## config.mk

```make
export PLATFORM = sky130hd
export DESIGN_NAME = imem_arbiter
export DESIGN_NICKNAME = d
export VERILOG_FILES = /design/src/rtl/imem_arbiter.sv
export SDC_FILE = /design/constraint.sdc
export NUM_CORES = 1
export LEC_CHECK = 0
export ABC_AREA = 1
export CAP_MARGIN = 20
export CORE_MARGIN = 10
export CORE_UTILIZATION = 17
export CTS_CLUSTER_DIAMETER = 40
export DETAILED_ROUTE_END_ITERATION = 8
export PLACE_DENSITY_LB_ADDON = 0.3
export SETUP_SLACK_MARGIN = 0.1
export SLEW_MARGIN = 15
export SYNTH_ARGS = -nofsm -noshare
export SYNTH_HDL_FRONTEND = slang
export SYNTH_SLANG_ARGS = --single-unit
export TNS_END_PERCENT = 1
```

## constraint.sdc

```tcl
create_clock -name clk -period 1.9 [get_ports clk]
set_input_delay 0.38 -clock clk [delete_from_list [all_inputs] [get_ports clk]]
set_output_delay 0.38 -clock clk [all_outputs]
set_load 0.02 [all_outputs]
```

## src/rtl/imem_arbiter.sv

```systemverilog
// imem_arbiter: arbitrates CPU fetch and loader write access to a single-port instruction memory; define IMEM_ARB_ROUND_ROBIN_EN for round-robin contention
module imem_arbiter #(
  parameter int ADDR_W = 14
) (
  input  logic              clk,
  input  logic              rst,
  input  logic              boot_done,
  input  logic              fetch_req,
  input  logic [31:0]       fetch_addr,
  output logic              fetch_gnt,
  output logic              fetch_rvalid,
  output logic [31:0]       fetch_rdata,
  input  logic              load_req,
  input  logic [31:0]       load_addr,
  input  logic [31:0]       load_wdata,
  output logic              load_gnt,
  output logic              mem_en,
  output logic              mem_we,
  output logic [ADDR_W-1:0] mem_addr,
  output logic [31:0]       mem_wdata,
  input  logic [31:0]       mem_rdata,
  output logic [1:0]        state,
  output logic              fault
);
  typedef enum logic [1:0] {BOOT = 2'd0, RUN = 2'd1, FAULT = 2'd2} state_e;
  state_e state_q, state_d;
  logic   fault_q, fault_d, rvalid_q;
  logic   fetch_ok, misaligned;
  logic   unused_bits;
  assign unused_bits = ^{fetch_addr[31:ADDR_W+2], load_addr[31:ADDR_W+2], load_addr[1:0]};
  assign misaligned = state_q == RUN && fetch_req && fetch_addr[1:0] != 2'b00;
  assign fetch_ok   = state_q == RUN && fetch_req && fetch_addr[1:0] == 2'b00;
`ifdef IMEM_ARB_ROUND_ROBIN_EN
  logic prio_q;
  // prio_q set means the loader wins the next contention
  assign fetch_gnt = !rst && fetch_ok && !(load_req && prio_q);
  // remember who won the last contention so the other side wins the next one
  always_ff @(posedge clk or posedge rst)
    if (rst) prio_q <= 1'b0;
    else if (fetch_ok && load_req) prio_q <= fetch_gnt;
`else
  assign fetch_gnt = !rst && fetch_ok;
`endif
  assign load_gnt  = !rst && load_req && !fetch_gnt;
  assign mem_en    = fetch_gnt || load_gnt;
  assign mem_we    = load_gnt;
  assign mem_addr  = load_gnt ? load_addr[ADDR_W+1:2] : fetch_gnt ? fetch_addr[ADDR_W+1:2] : '0;
  assign mem_wdata = load_gnt ? load_wdata : '0;
  assign fetch_rvalid = rvalid_q;
  assign fetch_rdata  = rvalid_q ? mem_rdata : '0;
  assign state = state_q;
  assign fault = fault_q;
  // next state: boot ends on boot_done, a misaligned fetch traps into FAULT for good
  always_comb begin
    state_d = state_q;
    fault_d = fault_q | misaligned;
    state_d = (state_q == BOOT && boot_done) ? RUN : misaligned ? FAULT : state_q;
  end
  // state registers; read data is valid the cycle after a fetch grant
  always_ff @(posedge clk or posedge rst)
    if (rst) begin
      state_q  <= BOOT;
      fault_q  <= 1'b0;
      rvalid_q <= 1'b0;
    end else begin
      state_q  <= state_d;
      fault_q  <= fault_d;
      rvalid_q <= fetch_gnt;
    end
endmodule

```

# ---- Yosys cells after proc, flatten, opt, wreduce, memory -nomap -nowiden
# Cells that the tools add are included.
dict set report word_totals {
  ff_bits 4
  input_bits 133
  word_cells 25
}
dict set report op_classes {
  n_eq_ne 1
  muxes 6
  n_bitwise 1
  reduce_logical 14
}
# op n
set ops {}
lappend ops {{$mux W32} 2}
lappend ops {{$mux W14} 2}
lappend ops {{$logic_and A1 B1 Y1} 7}
lappend ops {{$logic_not A2 Y1} 2}
lappend ops {{$mux W2} 2}
lappend ops {{$reduce_bool A2 Y1} 2}
lappend ops {{$eq A2 B1 Y1 const B} 1}
lappend ops {{$logic_not A1 Y1} 2}
lappend ops {{$logic_or A1 B1 Y1} 1}
lappend ops {{$or A1 B1 Y1} 1}

# ---- Longest topological paths before layout
# Gate-level depths: netlist (run 1).
dict set report logic_depth {
  word_depth 7
  depth_mapped 8
}

# ---- Worst setup path before layout (run 1)
# No wires, ideal clock.
dict set report synth_timing {
  kind {flip-flop to output port}
  start {reg state_q[0], in the netlist state[0]}
  end {out mem_we}
  arrival_time_ns 1.362
  path_slack_ns 0.158
  path_stages_with_launch 8
  path_buffers 2
  cell_sequence {dfrtp_1 nand2_1 nor2_2 nand2_2 nand2_2 buf_4 inv_1 buf_4}
}
dict set report synth_via {
  elab_chain_len 6
}
# item line_no
set synth_rtl {}
lappend synth_rtl {{start, declared} 26} ;# state_e state_q, state_d;
lappend synth_rtl {{start signal, assigned} 66} ;# state_q <= state_d;
lappend synth_rtl {{$eq A2 B1 Y1} 32} ;# assign fetch_ok = state_q == RUN && fetch_req && fetch_addr[1:0] == 2'b00;
lappend synth_rtl {{$logic_and A1 B1 Y1 (2 in a row)} 32}
lappend synth_rtl {{$logic_and A1 B1 Y1} 42} ;# assign fetch_gnt = !rst && fetch_ok;
lappend synth_rtl {{$logic_not A1 Y1} 44} ;# assign load_gnt = !rst && load_req && !fetch_gnt;
lappend synth_rtl {{$logic_and A1 B1 Y1} 44}
lappend synth_rtl {{end, declared} 18} ;# output logic mem_we,
# No other way between the ends.

# ---- Worst setup path after layout (run 1)
dict set report layout_timing {
  start {in fetch_req}
  end {out mem_wdata[19]}
}
dict set report layout_via {
  elab_chain_len 6
}
# item line_no
set layout_rtl {}
lappend layout_rtl {{start, declared} 8} ;# input logic fetch_req,
lappend layout_rtl {{$logic_and A1 B1 Y1 (2 in a row)} 32}
lappend layout_rtl {{$logic_and A1 B1 Y1} 42}
lappend layout_rtl {{$logic_not A1 Y1} 44}
lappend layout_rtl {{$logic_and A1 B1 Y1} 44}
lappend layout_rtl {{$mux W32} 48} ;# assign mem_wdata = load_gnt ? load_wdata : '0;
lappend layout_rtl {{end, declared} 20} ;# output logic [31:0] mem_wdata,
# No other way between the ends.

==> impl_metrics.json, run 1 <==
{
  "io_buffers": 184,
  "synth_seq_cells": 4,
  "ff2ff_path_depth": 4,
  "drt-wirelength-per-cell_um": 14.5,
  "vias": 1808,
  "synth.avg_cell_area_um2": 4.47,
  "diodes": 0,
  "cts_root_buf": "clkbuf_8",
  "clock-sinks": 4,
  "drc": 0,
  "leakagePower_nw": 1.95,
  "htreeDepth": 1,
  "synth_top_area_share_pct": 28.7,
  "placedCellCount": 466,
  "syn_area_um2": 930,
  "yosys.cell_types.count": 14,
  "yosysWarnings": 0,
  "coreArea_mm2": 0.00520,
  "layout_common_cells": "97 x clkdlybuf4s50_1, 67 x inv_1, 48 x nand2_1",
  "rsz0062_at_grt": "yes",
  "fillCellCount": 512,
  "critPathKind": "primary input to primary output",
  "crit_fanout": 8,
  "start_kind": "primary input",
  "finalSetupViolations": 0,
  "die_w_um": 94.0,
  "status": "finished clean",
  "ctsHoldBuffers": 0,
  "synth_area_leader_cell": "inv_1",
  "hold_viol": 0,
  "clkTransAtPathRegs_ns": 0.03,
  "start_util_pct": 17.9,
  "drt_first_pass_iters": 5,
  "overflow": 0,
  "required_ns": 1.52,
  "maxSlewHeadroom_pct": 82.0,
  "p_per_area_mw_per_mm2": 230,
  "fmax_mhz": 558,
  "fin_crit_sh_pct": 94.3,
  "grt_use_total_pct": 13.2,
  "fp.dieH_um": 94.0,
  "synthTopCellsByArea": "inv_1 29%, nand2_1 27%, nor2_1 13%",
  "grt_max_degree": 34,
  "fin_cells": 474,
  "antenna_found_initial": 0,
  "rr_startpoint": "state[1]$_DFFE_PP0P_",
  "total_power_uw": 744,
  "nets": 539,
  "avgViaCountPerCell": 3.81,
  "vdd_drop_max_mv": 0.143,
  "rrSetupSlack_ns": 1.00,
  "gp_congestion": 0.794,
  "worstPathArrival_ns": 1.41,
  "die_area_mm2": 0.00883,
  "clk_latency_ns": 0.22,
  "period_minus_slack_ns": 1.79,
  "num_rows": 26,
  "cts_buffers": 3,
  "whs_ns": 0.182,
  "ant_nets": 0,
  "hold_class": "primary input to async pin",
  "worst-slew-pin-transition_ns": 0.269,
  "hpwl_mm": 5.74,
  "critPathCaptureType": "primary output",
  "grt_pass1_vias": 1775,
  "slew_viol_final": 0,
  "final_common_cell": "clkdlybuf4s50_1",
  "grt_pass1_wl_mm": 9.35,
  "layout-drive-gt1-share_pct": 30.2,
  "cap_violations": 0,
  "clock_path_buffers": 2,
  "syn_to_final_growth_pct": 247,
  "timing.rr.end": "state[0]$_DFFE_PP0P_",
  "clock_skew_ns": 0.00288,
  "ios": 219,
  "cts_tree": "yes",
  "fin_tns_setup_ns": 0,
  "syn_nets": 341,
  "drtIter0Drc": 28,
  "postSynthCellCount": 208,
  "ys_seq_area_share_pct": 10.8,
  "wl_mm": 6.86
}
-- cells in the mapped netlist --
master	number
buf_4	4
nor2_2	2
clkbuf_1	3
nand2_1	67
o21ai_0	2
nand2_2	2
inv_1	71
nand3_1	15
inv_2	1
nor2_4	1
buf_6	1
nor2_1	33
dfrtp_1	4
buf_2	2
-- stage by stage --
step	area [µm²]	utilization, %	worst slack [ns]
after floorplan	930	-	0.158
after global placement	2930	56.2	-0.593
after detailed placement	2930	56.2	-0.611
after CTS	2900	55.6	-0.0256
after global routing	3230	62.0	0.0438
final	3230	62.0	0.108
-- per-layer routing --
| metal | up-vias | global-route usage, % | part of all wire [%] |
|---|---|---|---|
| met4 | 0 | 3.80 | 0.58 |
| li1 | 954 | - | - |
| met1 | 776 | 12.4 | 34 |
| met5 | - | 0 | 0 |
| met3 | 2 | 4.24 | 8.9 |
| met2 | 76 | 26.3 | 57 |
-- critical path, stage by stage --
cell,delay (ns)
dlygate4sd2_1,0.24
nand2_2,0.08
nor2_4,0.04
nand2_2,0.13
nand2_8,0.10
clkbuf_16,0.20
nor2_4,0.11
buf_6,0.12
-- registers in the layout, indices dropped and copies added (netlist names) --
| name | flops |
|---|---|
| fault | 1 |
| fetch_rvalid | 1 |
| state | 2 |
-- how the worst max path moves through the flow --
| stage | from | to | depth (start not counted) |
|---|---|---|---|
| after global placement | fetch_req | mem_addr[11] | 9 |
| after floorplan | state[0]$_DFFE_PP0P_ | mem_we | 7 |
| after detailed placement | fetch_req | mem_addr[6] | 9 |
| after global routing | state[0]$_DFFE_PP0P_ | mem_addr[3] | 8 |
| final | fetch_req | mem_wdata[19] | 8 |
| after CTS | load_req | mem_addr[2] | 7 |
-- area by class of cell --
cell class / instances / area [µm²] / share of cell area, %
clock buffers: 3 / 41.3 / 1.28
inverters: 72 / 270 / 8.37
multi-input cells: 122 / 701 / 21.7
flip-flops and latches: 4 / 100 / 3.10
well taps: 70 / 87.6 / 2.71
repair buffers: 203 / 2030 / 62.8
-- where the power goes --
part           internal, mW  switching [mW]  leakage [nW]
Combinational         0.294           0.185          1.88
Clock                 0.135          0.0432        0.0216
Sequential           0.0858               0        0.0455
-- cells by family after synthesis --
logic type             count (synthesis)  share of synthesized area [%]
buffers and inverters                 82                           35.8
AND/OR/NAND/NOR                      120                           52.4
flip-flops                             4                           10.8
AO/OA/AOI/OAI                          2                           1.08
-- timing repair --
| item | in CTS | in global routing |
|---|---|---|
| pin swaps | 7 | 18 |
| endpoints found under the setup margin | 82 | 51 |
| resized for setup | 309 | 77 |
| cloned | 1 | 3 |
| buffers inserted | 0 | 1 |
(Power assumes the default switching activity.)
==> inputs of run 2 (changes only) <==
- SLEW_MARGIN: 15 -> unset
- clock period: 1.9 -> 1.8 ns (I/O delays scaled with it)
==> impl_metrics.json, run 2 (synthesized netlist as in run 1, its figures left out) <==
{
  "cts_tree": "yes",
  "leakagePower_nw": 1.96,
  "start_kind": "flip-flop",
  "overflow": 0,
  "cap_violations": 0,
  "worstPathArrival_ns": 1.43,
  "ios": 219,
  "total_power_uw": 817,
  "grt_max_degree": 34,
  "hpwl_mm": 5.63,
  "die_area_mm2": 0.00883,
  "wl_met2_mm": 4.04,
  "clock-sinks": 4,
  "fin_crit_sh_pct": 99.4,
  "drt-wirelength-per-cell_um": 14.5,
  "nets": 541,
  "slowest_delay_ns": 0.40,
  "wl_met1_mm": 2.24,
  "grt_pass1_vias": 1963,
  "cts_buffers": 3,
  "die_w_um": 94.0,
  "antenna_found_initial": 0,
  "drc": 0,
  "critPathCaptureType": "primary output",
  "diodes": 0,
  "layout_common_cells": "95 x clkdlybuf4s50_1, 69 x inv_1, 55 x nand2_1",
  "highest_layer": "met4",
  "fp.dieH_um": 94.0,
  "slew_viol_final": 0,
  "fmax_mhz": 559,
  "status": "finished clean",
  "whs_ns": 0.215,
  "period_minus_slack_ns": 1.79,
  "multi_input_area_um2": 739,
  "io_buffers": 184,
  "coreArea_mm2": 0.00520,
  "hold_class": "primary input to async pin",
  "htreeDepth": 1,
  "clkTransAtPathRegs_ns": 0.04,
  "cp_common_cell": "buf_6",
  "ant_nets": 0,
  "drt_first_pass_iters": 3,
  "clk_latency_ns": 0.22,
  "rsz0062_at_grt": "yes",
  "clock_path_buffers": 2,
  "gp_congestion": 0.773,
  "p_per_area_mw_per_mm2": 245,
  "drtIter0Drc": 27,
  "finalSetupViolations": 0,
  "layout-drive-gt1-share_pct": 32.4,
  "largest_reg_flops": 2,
  "final_common_cell": "clkdlybuf4s50_1",
  "start_util_pct": 17.9,
  "hold_viol": 0,
  "required_ns": 1.44,
  "syn_to_final_growth_pct": 259,
  "worst-slew-pin-transition_ns": 0.262,
  "fillCellCount": 469,
  "vdd_drop_max_mv": 0.318,
  "wl_mm": 6.90,
  "cp_cell_sequence": "nor2_4, buf_6, inv_2, nor2_4, buf_6, nand2_1, nand2_1, buf_6",
  "grt_pass1_wl_mm": 10.2,
  "critPathKind": "flip-flop to primary output",
  "maxSlewHeadroom_pct": 82.5,
  "slowest_stage": "dfrtp_1",
  "cts_root_buf": "clkbuf_8",
  "avgViaCountPerCell": 3.87,
  "crit_family": "buffers and inverters",
  "clock_skew_ns": 0.00522,
  "num_rows": 26,
  "vias": 1848,
  "seq_area_um2": 101,
  "crit_fanout": 8,
  "grt_use_total_pct": 14.3,
  "routed-wl-met3_um": 578,
  "crit_buf_inv": 4
}
[run 2: worst paths after layout]
check / from / slack, ns / to / depth (start not counted)
min in group clk: fault$_DFF_PP0_ / 0.47 / fault$_DFF_PP0_ / 2
hold / removal: rst / 0.22 / state[1]$_DFFE_PP0P_ / 3
setup reg to reg: state[1]$_DFFE_PP0P_ / 0.75 / fetch_rvalid$_DFF_PP0_ / 5
max in group asynchronous: rst / 1.48 / state[0]$_DFFE_PP0P_ / 3
setup / recovery: state[1]$_DFFE_PP0P_ / 0.01 / mem_addr[7] / 8
hold reg to reg: fault$_DFF_PP0_ / 0.47 / fault$_DFF_PP0_ / 2
[run 2: cell type report]
| cell class | instances | share of cell area [%] |
|---|---|---|
| Timing Repair Buffer | 205 | 62.8 |
| Clock buffer | 4 | 1.35 |
| Sequential cell | 4 | 3.03 |
| Multi-Input combinational cell | 122 | 22.1 |
| Tap cell | 70 | 2.62 |
| Inverter | 72 | 8.09 |
[run 2: where the power goes]
group,total [mW],internal [mW],switching [mW],leakage [nW]
Combinational,0.530,0.324,0.206,1.90
Sequential,0.0905,0.0905,0,0.0438
Clock,0.197,0.151,0.0458,0.0228
Total,0.817,0.565,0.252,1.96
[run 2: per-layer routing]
layer | vias up | GRT usage (%)
li1 | 960 | -
met1 | 816 | 13.5
met2 | 70 | 28.9
met3 | 2 | 4.64
met4 | 0 | 3.04
met5 | - | 0
[run 2: stage by stage]
step                cell area [µm²]  cells  TNS [ns]  worst slack [ns]  util [%]
floorplan                       931    208         0             0.129         -
detailed placement             2920    465    -32.99            -0.699      56.1
global route                   3340    477    -0.809           -0.0631      64.2
finish                         3340    477         0           0.00995      64.2
CTS                            3090    477  -0.00995          -0.00441      59.4
global placement               2920    465    -32.11            -0.690      56.1
[run 2: timing repair]
item,CTS,global route
hold buffers,0,0
gates resized for setup,339,84
endpoints found under the setup margin,83,51
gates cloned,2,0
pin swaps,20,29
setup buffers,6,0
[run 2: tightest hold or removal path, delay by kind of cell]
| family | cells | cell delay [ns] |
|---|---|---|
| buffers and inverters | 3 | 0.40 |
